--- src/rtl/mic1_pkg.sv ---
// Shared encodings for the MIC-1 register datapath: B-bus selects, C-enable bit
// positions (which double as register-array indices) and memory strobe payload.
package mic1_pkg;

    localparam int unsigned DATA_W_DEF  = 32;
    localparam int unsigned MBR_W_DEF   = 8;
    localparam int unsigned MEM_LAT_DEF = 1;

    localparam int unsigned C_EN_W   = 9;
    localparam int unsigned NUM_REGS = 10;

    // C-enable bit positions; MBR has no C-bus enable and sits after them
    localparam int unsigned CE_MAR  = 0;
    localparam int unsigned CE_MDR  = 1;
    localparam int unsigned CE_PC   = 2;
    localparam int unsigned CE_SP   = 3;
    localparam int unsigned CE_LV   = 4;
    localparam int unsigned CE_CPP  = 5;
    localparam int unsigned CE_TOS  = 6;
    localparam int unsigned CE_OPC  = 7;
    localparam int unsigned CE_H    = 8;
    localparam int unsigned REG_MBR = 9;

    typedef enum logic [3:0] {
        BSEL_MDR   = 4'd0,
        BSEL_PC    = 4'd1,
        BSEL_MBR_S = 4'd2,
        BSEL_MBR_U = 4'd3,
        BSEL_SP    = 4'd4,
        BSEL_LV    = 4'd5,
        BSEL_CPP   = 4'd6,
        BSEL_TOS   = 4'd7,
        BSEL_OPC   = 4'd8,
        BSEL_H     = 4'd9
    } b_sel_e;

    typedef struct packed {
        logic rd;
        logic wr;
        logic fetch;
    } mem_cmd_t;

endpackage

--- src/rtl/mic1_rd_pipe.sv ---
// Valid-bit shifter tracking outstanding reads; ret fires on the edge where the
// oldest read's data is due, pend is high while any read is in flight.
module mic1_rd_pipe #(
    parameter int unsigned LAT = 1
) (
    input  logic clk,
    input  logic rst_n,
    input  logic issue,
    output logic ret,
    output logic pend
);

    logic [LAT-1:0] valid_q, valid_d;
    logic           pend_q, pend_d;

    always_comb begin
        valid_d    = '0;
        valid_d[0] = issue;
        for (int unsigned i = 1; i < LAT; i++) begin
            valid_d[i] = valid_q[i-1];
        end
        pend_d = |valid_d;
    end

    always_ff @(posedge clk or negedge rst_n) begin
        if (!rst_n) begin
            valid_q <= '0;
            pend_q  <= 1'b0;
        end else begin
            valid_q <= valid_d;
            pend_q  <= pend_d;
        end
    end

    assign ret  = valid_q[LAT-1];
    assign pend = pend_q;

endmodule

--- src/rtl/mic1_datapath_regs.sv ---
// MIC-1 register file with A/B bus drive, registered memory strobes and
// latency-tracked RAM/ROM returns into MDR/MBR.
module mic1_datapath_regs
    import mic1_pkg::*;
#(
    parameter int unsigned       DATA_W   = DATA_W_DEF,
    parameter int unsigned       MBR_W    = MBR_W_DEF,
    parameter int unsigned       MEM_LAT  = MEM_LAT_DEF,
    parameter logic [DATA_W-1:0] SP_RESET = '1
) (
    input  logic              clk,
    input  logic              rst_n,
    input  logic [DATA_W-1:0] c_bus,
    input  logic [C_EN_W-1:0] c_en,
    input  logic [3:0]        b_sel,
    input  logic              mem_rd,
    input  logic              mem_wr,
    input  logic              mem_fetch,
    input  logic [DATA_W-1:0] ram_rdata,
    input  logic [MBR_W-1:0]  rom_rdata,
    output logic [DATA_W-1:0] a_bus,
    output logic [DATA_W-1:0] b_bus,
    output logic [DATA_W-1:0] ram_addr,
    output logic [DATA_W-1:0] ram_wdata,
    output logic [DATA_W-1:0] rom_addr,
    output logic              ram_rd,
    output logic              ram_wr,
    output logic              rom_rd,
    output logic              rd_pend,
    output logic              fetch_pend,
    output logic              coll_err,
    output logic [DATA_W-1:0] dbg_sp,
    output logic [DATA_W-1:0] dbg_lv,
    output logic [DATA_W-1:0] dbg_cpp,
    output logic [DATA_W-1:0] dbg_tos,
    output logic [DATA_W-1:0] dbg_opc,
    output logic [DATA_W-1:0] dbg_mbr
);

    localparam int unsigned PAD_W = DATA_W - MBR_W;

    logic [DATA_W-1:0] regs_q [NUM_REGS];
    logic [DATA_W-1:0] regs_d [NUM_REGS];
    mem_cmd_t          strobe_q, strobe_d;
    logic              coll_q, coll_d;
    logic              ram_ret, rom_ret;

    logic [MBR_W-1:0]  mbr;
    logic [DATA_W-1:0] mbr_sext, mbr_zext;

    // A simultaneous rd+wr is resolved as a write only
    always_comb begin
        strobe_d.rd    = mem_rd & ~mem_wr;
        strobe_d.wr    = mem_wr;
        strobe_d.fetch = mem_fetch;
    end

    mic1_rd_pipe #(.LAT(MEM_LAT)) u_ram_pipe (
        .clk   (clk),
        .rst_n (rst_n),
        .issue (strobe_d.rd),
        .ret   (ram_ret),
        .pend  (rd_pend)
    );

    mic1_rd_pipe #(.LAT(MEM_LAT)) u_rom_pipe (
        .clk   (clk),
        .rst_n (rst_n),
        .issue (strobe_d.fetch),
        .ret   (rom_ret),
        .pend  (fetch_pend)
    );

    // C-bus writes take priority over a RAM return landing on the same edge
    always_comb begin
        regs_d = regs_q;
        for (int unsigned i = 0; i < C_EN_W; i++) begin
            if (c_en[i]) begin
                regs_d[i] = c_bus;
            end
        end
        if (ram_ret && !c_en[CE_MDR]) begin
            regs_d[CE_MDR] = ram_rdata;
        end
        if (rom_ret) begin
            regs_d[REG_MBR] = DATA_W'(rom_rdata);
        end
        coll_d = coll_q | (ram_ret & c_en[CE_MDR]) | (mem_rd & mem_wr);
    end

    always_ff @(posedge clk or negedge rst_n) begin
        if (!rst_n) begin
            for (int unsigned i = 0; i < NUM_REGS; i++) begin
                regs_q[i] <= (i == CE_SP) ? SP_RESET : '0;
            end
            strobe_q <= '0;
            coll_q   <= 1'b0;
        end else begin
            regs_q   <= regs_d;
            strobe_q <= strobe_d;
            coll_q   <= coll_d;
        end
    end

    assign mbr      = regs_q[REG_MBR][MBR_W-1:0];
    assign mbr_sext = {{PAD_W{mbr[MBR_W-1]}}, mbr};
    assign mbr_zext = DATA_W'(mbr);

    always_comb begin
        b_bus = '0;
        case (b_sel)
            BSEL_MDR:   b_bus = regs_q[CE_MDR];
            BSEL_PC:    b_bus = regs_q[CE_PC];
            BSEL_MBR_S: b_bus = mbr_sext;
            BSEL_MBR_U: b_bus = mbr_zext;
            BSEL_SP:    b_bus = regs_q[CE_SP];
            BSEL_LV:    b_bus = regs_q[CE_LV];
            BSEL_CPP:   b_bus = regs_q[CE_CPP];
            BSEL_TOS:   b_bus = regs_q[CE_TOS];
            BSEL_OPC:   b_bus = regs_q[CE_OPC];
            BSEL_H:     b_bus = regs_q[CE_H];
            default:    b_bus = '0;
        endcase
    end

    assign a_bus     = regs_q[CE_H];
    assign ram_addr  = regs_q[CE_MAR];
    assign ram_wdata = regs_q[CE_MDR];
    assign rom_addr  = regs_q[CE_PC];
    assign ram_rd    = strobe_q.rd;
    assign ram_wr    = strobe_q.wr;
    assign rom_rd    = strobe_q.fetch;
    assign coll_err  = coll_q;
    assign dbg_sp    = regs_q[CE_SP];
    assign dbg_lv    = regs_q[CE_LV];
    assign dbg_cpp   = regs_q[CE_CPP];
    assign dbg_tos   = regs_q[CE_TOS];
    assign dbg_opc   = regs_q[CE_OPC];
    assign dbg_mbr   = regs_q[REG_MBR];

endmodule

--- config.mk ---
export PLATFORM = sky130hd
export DESIGN_NAME = mic1_datapath_regs
export DESIGN_NICKNAME = d
export VERILOG_FILES = /design/src/rtl/mic1_pkg.sv /design/src/rtl/mic1_rd_pipe.sv /design/src/rtl/mic1_datapath_regs.sv
export SDC_FILE = /design/constraint.sdc
export NUM_CORES = 1
export LEC_CHECK = 0
export ABC_AREA = 0
export CAP_MARGIN = 20
export CORE_ASPECT_RATIO = 0.8
export CORE_MARGIN = 5
export CORE_UTILIZATION = 47
export DETAILED_ROUTE_END_ITERATION = 12
export GPL_TIMING_DRIVEN = 0
export HOLD_SLACK_MARGIN = 0.15
export PLACE_DENSITY = 0.81
export REMOVE_ABC_BUFFERS = 1
export SYNTH_ARGS = -nofsm -noshare
export SYNTH_HDL_FRONTEND = slang
export SYNTH_SLANG_ARGS = --single-unit
--- constraint.sdc ---
create_clock -name clk -period 2.5 [get_ports clk]
set_input_delay 0.5 -clock clk [delete_from_list [all_inputs] [get_ports clk]]
set_output_delay 0.5 -clock clk [all_outputs]
set_load 0.01 [all_outputs]
After elaboration in Yosys (flattened, before gate mapping)
Cells that the tools add are included.
{"block": "classes", "n_reduce_logical": 4, "shifts": 0, "n_addsub": 0, "multipliers": 0, "n_bitwise": 6, "muxes": 3, "n_eq_ne": 9, "n_div": 0, "magnitude_cmp": 0}
{"op": "case mux 32 bit (10 select lines)", "count": 1}
{"op": "2-to-1 mux 32 bit", "count": 2}
{"op": "equality test 4 x 3 -> 1 bit, second input constant", "count": 4}
{"op": "equality test 4 x 2 -> 1 bit, second input constant", "count": 2}
{"op": "equality test 4 bit, second input constant", "count": 2}
{"op": "equality test 4 x 1 -> 1 bit, second input constant", "count": 1}
{"op": "zero test 4 bit", "count": 1}
{"op": "bitwise AND 1 bit", "count": 3}
{"op": "OR 1 bit", "count": 2}
{"op": "nonzero test 2 bit", "count": 1}
{"op": "logical AND 1 bit", "count": 1}
{"op": "zero test 1 bit", "count": 1}
{"op": "NOT 1 bit", "count": 1}
{"block": "totals", "regBits": 300, "latch_bits": 0, "mem_bits_rw": 0, "mem_bits_ro": 0, "mem_count": 0, "word_cells": 36}

Logic depth before layout (Yosys ltp)
Gate-level depths: netlist of the first run.
{"block": "depth", "word_depth": 3, "ltp_mapped": 7, "mapped_depth_nobuf": 3}

Cells and area by module
A second synthesis of the first run with hierarchy kept.
{"block": "unflattened", "cells_unflattened": 1047, "area_unflattened_um2": 13839.5}
{"mod": "mic1_datapath_regs", "cells_per_inst": 1043, "n_inst": 1, "area_per_inst_um2": 13774.5, "seq_area_each_um2": 7547.2}
{"mod": "mic1_rd_pipe", "cells_per_inst": 2, "n_inst": 2, "area_per_inst_um2": 32.5, "seq_area_each_um2": 25.0}

Worst setup path before layout of the first run
No wires, ideal clock.
{"block": "synth_timing", "path_type": "in2out", "startpoint": "input port b_sel[2]", "endpoint": "output port b_bus[2]", "path_stages": 5, "t_arrival_ps": 1765, "t_required_ps": 2000, "setup_slack_ps": 235, "path_cell_list": "buf_6 -> buf_8 -> mux2_4 -> a22o_1 -> or4_1"}
{"block": "synth_via", "elab_chain_cells": 2}
{"element": "start: declaration", "line": "mic1_datapath_regs.sv:15", "rtl": "input logic [3:0] b_sel,"}
{"element": "equality test 4 bit, or another cell as far along", "line": "mic1_datapath_regs.sv:111", "rtl": "case (b_sel)"}
{"element": "case mux 32 bit (10 select lines) *", "line": "mic1_datapath_regs.sv:111"}
{"element": "end: declaration", "line": "mic1_datapath_regs.sv:22", "rtl": "output logic [DATA_W-1:0] b_bus,"}
Mark *: on every way between the ends. The rest lies on a longest branch, timed or not.

Worst setup path in the final report of the first run
{"block": "layout_timing", "startpoint": "register regs_q, in the netlist dbg_mbr[7]", "endpoint": "output port b_bus[13]"}
{"block": "layout_via", "elab_chain_cells": 1}
{"element": "start: declaration", "line": "mic1_datapath_regs.sv:42", "rtl": "logic [DATA_W-1:0] regs_q [NUM_REGS];"}
{"element": "start signal: indexed assignment", "line": "mic1_datapath_regs.sv:94", "rtl": "regs_q[i] <= (i == CE_SP) ? SP_RESET : '0;"}
{"element": "start signal: assignment", "line": "mic1_datapath_regs.sv:99", "rtl": "regs_q <= regs_d;"}
{"element": "case mux 32 bit (10 select lines)", "line": "mic1_datapath_regs.sv:111"}
Every way passes these cells.

==> tab_implementation.tex, run 1 <==
\begin{tabular}{lr}
\hline
Metric & Value \\
\hline
\multicolumn{2}{l}{\textbf{Global routing}} \\
\quad Largest net degree at the start of global routing & between 100 and 150 \\
\quad Total global routing track utilization & between 30 and 40\% \\
\quad Number of antenna violations at the first check in global routing & 4 \\
\quad Via count of the first global-routing pass & $\sim$12000 \\
\quad Remaining global-route overflow & 0 \\
\quad Wire length of the first global-routing pass & 80660 um \\
\multicolumn{2}{l}{\textbf{Synth}} \\
\quad Count of mapped cells out of synthesis & 1120 \\
\quad EDFF count, synth & 0 \\
\quad Biggest area contributors in the synthesized netlist & sky130\_fd\_sc\_hd\_\_dfrtp\_1 (47\%), sky130\_fd\_sc\_hd\_\_mux2\_2 (23\%), sky130\_fd\_sc\_hd\_\_dfstp\_2 (5.9\%) \\
\quad Commonest register cell after synthesis & sky130\_fd\_sc\_hd\_\_dfrtp\_1 \\
\quad Proportion of netlist area held by the largest area contributor & 46.75\% \\
\quad Sequential share of the synthesized area & 52.61\% \\
\quad Yosys reg bits & 300 \\
\quad Async set or reset register ratio after synthesis & between 90\% and 100\% \\
\quad Synth Warn \# & 0 \\
\quad Library cell with the largest summed area after synthesis & sky130\_fd\_sc\_hd\_\_dfrtp\_1 \\
\quad Avg Cell Area, Syn & 12.81 um2 \\
\quad Count of different cell masters after synthesis & 48 \\
\quad Combined area of all synthesized cells & between 10000 and 15000 um2 \\
\multicolumn{2}{l}{\textbf{Cells and area}} \\
\quad Number of nets in the layout & 1640 \\
\quad Area of all placed cells without fillers & 21000 um2 \\
\quad Area Overhead vs Synth & 46.40\% \\
\quad Fill count & roughly 2100 \\
\quad Utilization after layout & slightly below 70\% \\
\quad Share of post-route cells with drive strength above 1 & between 30\% and 40\% \\
\quad Non-filler cells, final & about 2000 \\
\quad Area of the multi-input gates & roughly 6500 um2 \\
\quad Area of all sequential standard cells & $\sim$7600 um2 \\
\multicolumn{2}{l}{\textbf{Drt}} \\
\quad Mean number of vias per cell & about 5.9 \\
\quad Via count & approximately 12000 \\
\quad Wire length reported by the detailed router & between 50000 and 60000 um \\
\quad Post-detailed-route wirelength per cell & about 28 um \\
\quad Initial DRC count & $\sim$800 \\
\quad Number of detailed-route iterations in the first pass & 7 \\
\quad Residual antenna-violating net count after detailed routing & 0 \\
\quad DRC Markers & 0 \\
\multicolumn{2}{l}{\textbf{Place}} \\
\quad Area post-placement & around 19000 um2 \\
\quad IO buf count & $\sim$420 \\
\quad Number of instances in the placed design & roughly 1900 \\
\quad Worst slack at placement & -1.325 ns \\
\quad Placer congestion estimate & 0.8108 \\
\quad Post-detailed-placement half-perimeter wirelength & 34340 um \\
\multicolumn{2}{l}{\textbf{Timing}} \\
\quad Slew of the pin with the lowest slew margin & around 0.70 ns \\
\quad Setup\_tns & -0.2843 ns \\
\quad Unrepaired setup endpoints after global routing & yes \\
\quad Final worst clock skew & 0.005774 ns \\
\quad Worst hold slack after final layout & 0.3907 ns \\
\quad Share of the cycle needed by the critical path after routing & 102.0\% \\
\quad Highest clock rate & approximately 390 MHz \\
\quad Tightest slew margin relative to the limit & a little over half \\
\quad Fin. max-slew vios & 0 \\
\quad Minimum clock period after layout & about 2.6 ns \\
\quad Hold violation total from the final report & 0 \\
\quad Final Worst Setup Slack & -0.05042 ns \\
\quad Final setup violation count & 10 \\
\multicolumn{2}{l}{\textbf{Die}} \\
\quad Initial Util & roughly 47\% \\
\quad Area enclosed by the die boundary & 34140 um2 \\
\quad Placeable core area & 30240 um2 \\
\quad Number of top-level pins & roughly 450 \\
\quad Cell row count & 57 \\
\quad Die extent in y & approximately 170 um \\
\quad Die X & about 210 um \\
\multicolumn{2}{l}{\textbf{Clock tree}} \\
\quad Insertion delay to the later sink of the worst-skew pair & about 0.57 ns \\
\quad Number of sinks driven by the clock tree & 300 \\
\quad H-tree levels & 1 \\
\quad Clock tree root buffer cell & sky130\_fd\_sc\_hd\_\_clkbuf\_16 \\
\quad Clock tree from TritonCTS & yes \\
\quad Number of buffers created by CTS & 30 \\
\quad Clock-pin transition on the worst setup and hold timing paths & roughly 0.07 ns \\
\quad Maximum count of clock buffers along a single path & 3 \\
\multicolumn{2}{l}{\textbf{Pwr}} \\
\quad Maximum resistive drop on vdd & between 0.5 and 0.6 mV \\
\quad Switching Share & 28.05\% \\
\quad Part of the power in registers & roughly two fifths \\
\quad Power density over the cells & 660.7 nW/um2 \\
\quad Static leakage & 8.757 nW \\
\quad Switching power of the nets & 3.892 mW \\
\quad Total chip power & $\sim$14 mW \\
\quad Clock network fraction of total power & 33.9\% \\
\quad Power share of the combinational group & between 20\% and 30\% \\
\quad Power Internal & approximately 10 mW \\
\multicolumn{2}{l}{\textbf{Worst setup path}} \\
\quad Type of element launching the critical path & register \\
\quad CP Capture Point & b\_bus[13] \\
\quad Largest fanout on the critical path & 7 \\
\quad Crit path from & dbg\_mbr[7]\$\_DFFE\_PN0P\_ \\
\quad Classification of the worst setup path & register to output pin \\
\quad Data arrival time at the worst-slack endpoint & 2.05 ns \\
\quad WP data required & 2.00 ns \\
\quad Reg-to-reg slack, setup & roughly 1.2 ns \\
\quad Source of the worst register-to-register timing path & u\_ram\_pipe.ret\$\_DFF\_PN0\_ \\
\quad Worst R2R Path Depth & 3 \\
\quad Crit. End Element & output pin \\
\quad Worst reg2reg endpoint & ram\_wdata[4]\$\_DFFE\_PN0P\_ \\
\multicolumn{2}{l}{\textbf{Hold path}} \\
\quad Hold Path Class & input port to register \\
\multicolumn{2}{l}{\textbf{Run}} \\
\quad Max-capacitance violation count & 0 \\
\multicolumn{2}{l}{\textbf{Outcome}} \\
\quad Violations in the final reports & setup timing \\
\quad Status & complete, but fails checks \\
\hline
\end{tabular}
-- critical path, cell delays in order, from the launching register on --
cell and delay [ns]:
sky130_fd_sc_hd__dfrtp_1 0.38, sky130_fd_sc_hd__nor2b_4 0.14, sky130_fd_sc_hd__buf_12 0.14, sky130_fd_sc_hd__o2bb2ai_2 0.13, sky130_fd_sc_hd__or4_4 0.54, sky130_fd_sc_hd__buf_6 0.15
-- layer usage --
layer / wire, um / track usage [%] / vias to the layer above
met5: 0 / 0 / -
met2: 25980 / 48.81 / 677
met4: 2210 / 11.35 / 0
li1: - / - / 4951
met3: 5865 / 10.43 / 152
met1: 21710 / 40.21 / 6035
-- placed cells by master (no fill, tap or decap), drive strengths merged, types with 12 or more instances in the layout --
| cell type | n |
|---|---|
| conb | 24 |
| clkdlybuf4s50 | 377 |
| mux2 | 292 |
| or4 | 12 |
| o21ai | 47 |
| a21oi | 34 |
| clkbuf | 55 |
| dfrtp | 268 |
| dfstp | 32 |
| o22ai | 19 |
| nand3 | 12 |
| buf | 99 |
| nand3b | 32 |
| nand2 | 38 |
| mux2i | 75 |
| or3b | 15 |
-- cells by family after synthesis --
kind of cell | count (synthesis) | synth area share (%)
AOI/OAI and AO/OA | 136 | 5.765
other | 1 | 0.02614
DFF | 300 | 52.61
muxes | 367 | 28.21
and+or+nand+nor | 191 | 9.071
buffers and inverters | 125 | 4.317
-- area by class of cell --
type                       instances  share of cell area [%]
sequential                       300                   35.96
multi-input combinational        719                   30.91
timing repair buffer             497                   25.70
clock buffer                      50                   4.605
tap                              413                   2.461
clock inverter                     6                  0.2741
antenna                            4                 0.04766
inverter                           2                 0.03575
-- cells in the mapped netlist (all sizes together), types with 6 or more instances --
library cell,instances
nor3b,11
nand3,12
o2111ai,6
o21ai,47
nand4b,8
clkbuf,40
nand2,38
a22oi,11
a22o,7
mux2,292
dfrtp,268
mux2i,75
or3b,15
nand3b,32
nand4,7
and3,6
nor4bb,7
o22ai,19
and4b,6
or3,9
buf,83
and3b,6
dfstp,32
a21oi,34
or4,12
-- power groups by stage --
stage | Combinational (mW) | Sequential [mW] | Clock, mW
floorplan | 0.882 | 6.01 | 0
global placement | 3.08 | 5.82 | 0
finish | 3.41 | 5.77 | 4.70
CTS | 3.31 | 5.75 | 4.74
global route | 3.57 | 5.83 | 4.99
detailed placement | 3.12 | 5.84 | 0
-- flip-flops by register name, indices dropped and copies added, names as in the netlist --
| name | flops |
|---|---|
| a_bus | 32 |
| coll_err | 1 |
| dbg_cpp | 32 |
| dbg_lv | 32 |
| dbg_mbr | 8 |
| dbg_opc | 32 |
| dbg_sp | 32 |
| dbg_tos | 32 |
| ram_addr | 32 |
| ram_wdata | 32 |
| ram_wr | 1 |
| rom_addr | 32 |
| u_ram_pipe.ret | 1 |
| u_rom_pipe.ret | 1 |
-- how the worst min path moves through the flow --
stage,slack [ns],cells after the start,from,end
2_1_floorplan,0.20,0,rst_n,a_bus[0]$_DFFE_PN0P_
3_3_place_gp,0.47,1,coll_err$_DFF_PN0_,coll_err$_DFF_PN0_
3_5_place_dp,0.47,1,coll_err$_DFF_PN0_,coll_err$_DFF_PN0_
4_1_cts,0.36,1,mem_fetch,u_rom_pipe.ret$_DFF_PN0_
5_1_grt,0.36,1,mem_fetch,u_rom_pipe.ret$_DFF_PN0_
6_report,0.39,1,mem_fetch,u_rom_pipe.ret$_DFF_PN0_
-- timing repair --
item / in CTS / in global routing
pin swaps: 13 / 16
resized for setup: 161 / 39
hold buffers: 1 / 0
endpoints found under the hold margin: 67 / 0
endpoints found under the setup margin: 36 / 27
setup buffers: 25 / 15
cloned: 11 / 3
Power figures use the tool's default switching activity.
==> inputs of run 2 (changes only) <==
--- a/config.mk
+++ b/config.mk
@@ -6,7 +6,6 @@
 export NUM_CORES = 1
 export LEC_CHECK = 0
 export ABC_AREA = 0
-export CAP_MARGIN = 20
 export CORE_ASPECT_RATIO = 0.8
 export CORE_MARGIN = 5
 export CORE_UTILIZATION = 47
==> tab_implementation.tex, run 2 (synthesis gave the netlist of run 1 again) <==
\begin{tabular}{lr}
\hline
Metric & Value \\
\hline
\multicolumn{2}{l}{\textbf{Outcome}} \\
\quad Status & finished, final reports clean \\
\multicolumn{2}{l}{\textbf{Timing}} \\
\quad Hold violation total from the final report & 0 \\
\quad Tightest slew margin relative to the limit & 54.35\% \\
\quad Highest clock rate & between 400 and 500 MHz \\
\quad Minimum clock period after layout & 2.499 ns \\
\quad Final setup violation count & 0 \\
\quad Worst hold slack after final layout & roughly 0.4 ns \\
\quad Final worst clock skew & around 0.008 ns \\
\quad Slew of the pin with the lowest slew margin & 0.6848 ns \\
\quad Share of the cycle needed by the critical path after routing & between 90\% and 100\% \\
\quad Fin. max-slew vios & 0 \\
\quad Unrepaired setup endpoints after global routing & yes \\
\quad Setup\_tns & 0 ns \\
\multicolumn{2}{l}{\textbf{Worst setup path}} \\
\quad Source of the worst register-to-register timing path & u\_ram\_pipe.ret\$\_DFF\_PN0\_ \\
\quad Type of element launching the critical path & register \\
\quad Crit. End Element & output pin \\
\quad Largest fanout on the critical path & 3 \\
\quad WP data required & 2.00 ns \\
\quad Cell-by-cell listing of the critical path & mux2\_4 > a22o\_1 > or4\_4 > buf\_6 \\
\quad Worst R2R Path Depth & 3 \\
\quad Classification of the worst setup path & register to output pin \\
\quad Data arrival time at the worst-slack endpoint & $\sim$2.0 ns \\
\quad Max stage delay on crit path & $\sim$0.43 ns \\
\quad Category of cells accounting for the largest share of critical-path delay & simple AND/OR/NAND/NOR gates \\
\quad Worst path buffer plus inverter count & 1 \\
\quad Reg-to-reg slack, setup & between 1 and 1.5 ns \\
\quad Critical path depth in cells & 4 \\
\quad Worst reg2reg endpoint & ram\_wdata[0]\$\_DFFE\_PN0P\_ \\
\quad Slowest library cell on the worst path & sky130\_fd\_sc\_hd\_\_or4\_4 \\
\quad Crit path from & ram\_wdata[5]\$\_DFFE\_PN0P\_ \\
\multicolumn{2}{l}{\textbf{Place}} \\
\quad Placer congestion estimate & 0.8108 \\
\quad Post-detailed-placement half-perimeter wirelength & 34240 um \\
\quad IO buf count & about 420 \\
\quad Area post-placement & around 19000 um2 \\
\quad Number of instances in the placed design & about 1900 \\
\multicolumn{2}{l}{\textbf{Global routing}} \\
\quad Wire length of the first global-routing pass & between 80000 and 90000 um \\
\quad Remaining global-route overflow & 0 \\
\quad Largest net degree at the start of global routing & 120 \\
\quad Number of antenna violations at the first check in global routing & 4 \\
\quad Via count of the first global-routing pass & approximately 12000 \\
\quad Total global routing track utilization & between 30\% and 40\% \\
\multicolumn{2}{l}{\textbf{Pwr}} \\
\quad Maximum resistive drop on vdd & $\sim$0.55 mV \\
\quad Power share of the combinational group & 24.3\% \\
\quad Switching power of the nets & $\sim$3.9 mW \\
\quad Power Internal & 10.15 mW \\
\quad Switching Share & $\sim$28\% \\
\quad Clock network fraction of total power & between 30\% and 40\% \\
\quad Part of the power in registers & just over 40\% \\
\quad Static leakage & approximately 8.8 nW \\
\quad Power density over the cells & 666.6 nW/um2 \\
\multicolumn{2}{l}{\textbf{Cells and area}} \\
\quad Most frequent standard cell in the layout excluding fill and tap cells & sky130\_fd\_sc\_hd\_\_clkdlybuf4s50\_1 \\
\quad Share of post-route cells with drive strength above 1 & about a third \\
\quad Area of all placed cells without fillers & between 20000 and 25000 um2 \\
\quad Leading cell types in the layout, fill and taps excluded & sky130\_fd\_sc\_hd\_\_clkdlybuf4s50\_1 (377), sky130\_fd\_sc\_hd\_\_mux2\_2 (287), sky130\_fd\_sc\_hd\_\_dfrtp\_1 (266) \\
\quad Area Overhead vs Synth & 46.88\% \\
\quad Non-filler cells, final & 1987 \\
\quad Number of nets in the layout & 1637 \\
\multicolumn{2}{l}{\textbf{Drt}} \\
\quad Residual antenna-violating net count after detailed routing & 0 \\
\quad Via count & 11790 \\
\quad Wire length reported by the detailed router & 55890 um \\
\quad DRC Markers & 0 \\
\quad Mean number of vias per cell & slightly below 6 \\
\quad Initial DRC count & 760 \\
\quad Number of detailed-route iterations in the first pass & 5 \\
\quad Post-detailed-route wirelength per cell & about 28 um \\
\multicolumn{2}{l}{\textbf{Clock tree}} \\
\quad Number of sinks driven by the clock tree & 300 \\
\quad Maximum count of clock buffers along a single path & 3 \\
\quad Clock-pin transition on the worst setup and hold timing paths & $\sim$0.060 ns \\
\quad Clock tree root buffer cell & sky130\_fd\_sc\_hd\_\_clkbuf\_16 \\
\quad Insertion delay to the later sink of the worst-skew pair & approximately 0.56 ns \\
\quad Number of buffers created by CTS & 30 \\
\quad Clock tree from TritonCTS & yes \\
\quad H-tree levels & 1 \\
\multicolumn{2}{l}{\textbf{Die}} \\
\quad Area enclosed by the die boundary & 34140 um2 \\
\quad Die X & 205.3 um \\
\quad Die extent in y & 166.3 um \\
\quad Cell row count & 57 \\
\quad Initial Util & a little under half \\
\quad Placeable core area & approximately 30000 um2 \\
\quad Number of top-level pins & about 450 \\
\multicolumn{2}{l}{\textbf{Hold path}} \\
\quad Count of cells along the worst hold path & 1 \\
\quad Hold Path Class & input port to register \\
\quad Sink of the worst hold path & u\_rom\_pipe.ret\$\_DFF\_PN0\_ \\
\quad Hold Path Origin & mem\_fetch \\
\multicolumn{2}{l}{\textbf{Run}} \\
\quad Max-capacitance violation count & 0 \\
\hline
\end{tabular}
## run 2: cell types whose count changed in the layout (fill, tap and decap cells not counted), sizes merged
cell and change:
diode -1, bufinv +2, and2 -1, buf -4, clkbuf -5, dlygate4sd2 -2, clkinvlp +2, bufbuf +3
clkdlybuf4s15 +2
## run 2: cell type report
class / count / area [um2]
fill: 2084 / 9169
sequential: 300 / 7552
multi-input combinational: 718 / 6539
timing repair buffer: 495 / 5373
clock buffer: 46 / 942.2
tap: 413 / 516.7
clock inverter: 10 / 132.6
inverter: 2 / 7.507
antenna: 3 / 7.507
## run 2: power groups by stage
stage	clock [mW]	sequential, mW	combinational [mW]
final	4.86	5.77	3.41
after global routing	5.17	5.83	3.58
after CTS	4.92	5.76	3.34
after detailed placement	0	5.84	3.12
after global placement	0	5.82	3.08
after floorplan	0	6.01	0.882
## run 2: per-layer routing
metal	up-vias	global-route usage (%)	part of all wire [%]
li1	4945	-	-
met1	6049	41.11	40
met2	640	49.93	46
met3	154	9.313	10
met4	0	10.83	4.1
met5	-	0	0
## run 2: worst max path at each step
stage / slack, ns / endpoint
3_3_place_gp: -12.14 / a_bus[2]$_DFFE_PN0P_
4_1_cts: -0.12 / b_bus[10]
3_5_place_dp: -1.76 / b_bus[23]
5_1_grt: -0.06 / b_bus[5]
6_report: 0.0006 / b_bus[5]
2_1_floorplan: 0.31 / b_bus[21]
## run 2: what timing repair did
| action | in CTS | in global routing |
|---|---|---|
| endpoints found under the hold margin | 67 | 0 |
| buffers inserted | 32 | 10 |
| pin swaps | 14 | 12 |
| endpoints found under the setup margin | 34 | 29 |
| gates resized for setup | 162 | 46 |
| gates cloned | 12 | 1 |
| hold buffers | 1 | 0 |
## run 2: through the flow
stage	worst slack (ns)	util (%)	total power, mW
floorplan	0.3116	-	6.895
global placement	-12.14	61.41	8.902
detailed placement	-1.760	62.55	8.960
CTS	-0.1172	68.98	14.01
global route	-0.06316	69.68	14.58
finish	0.0005789	69.68	14.05
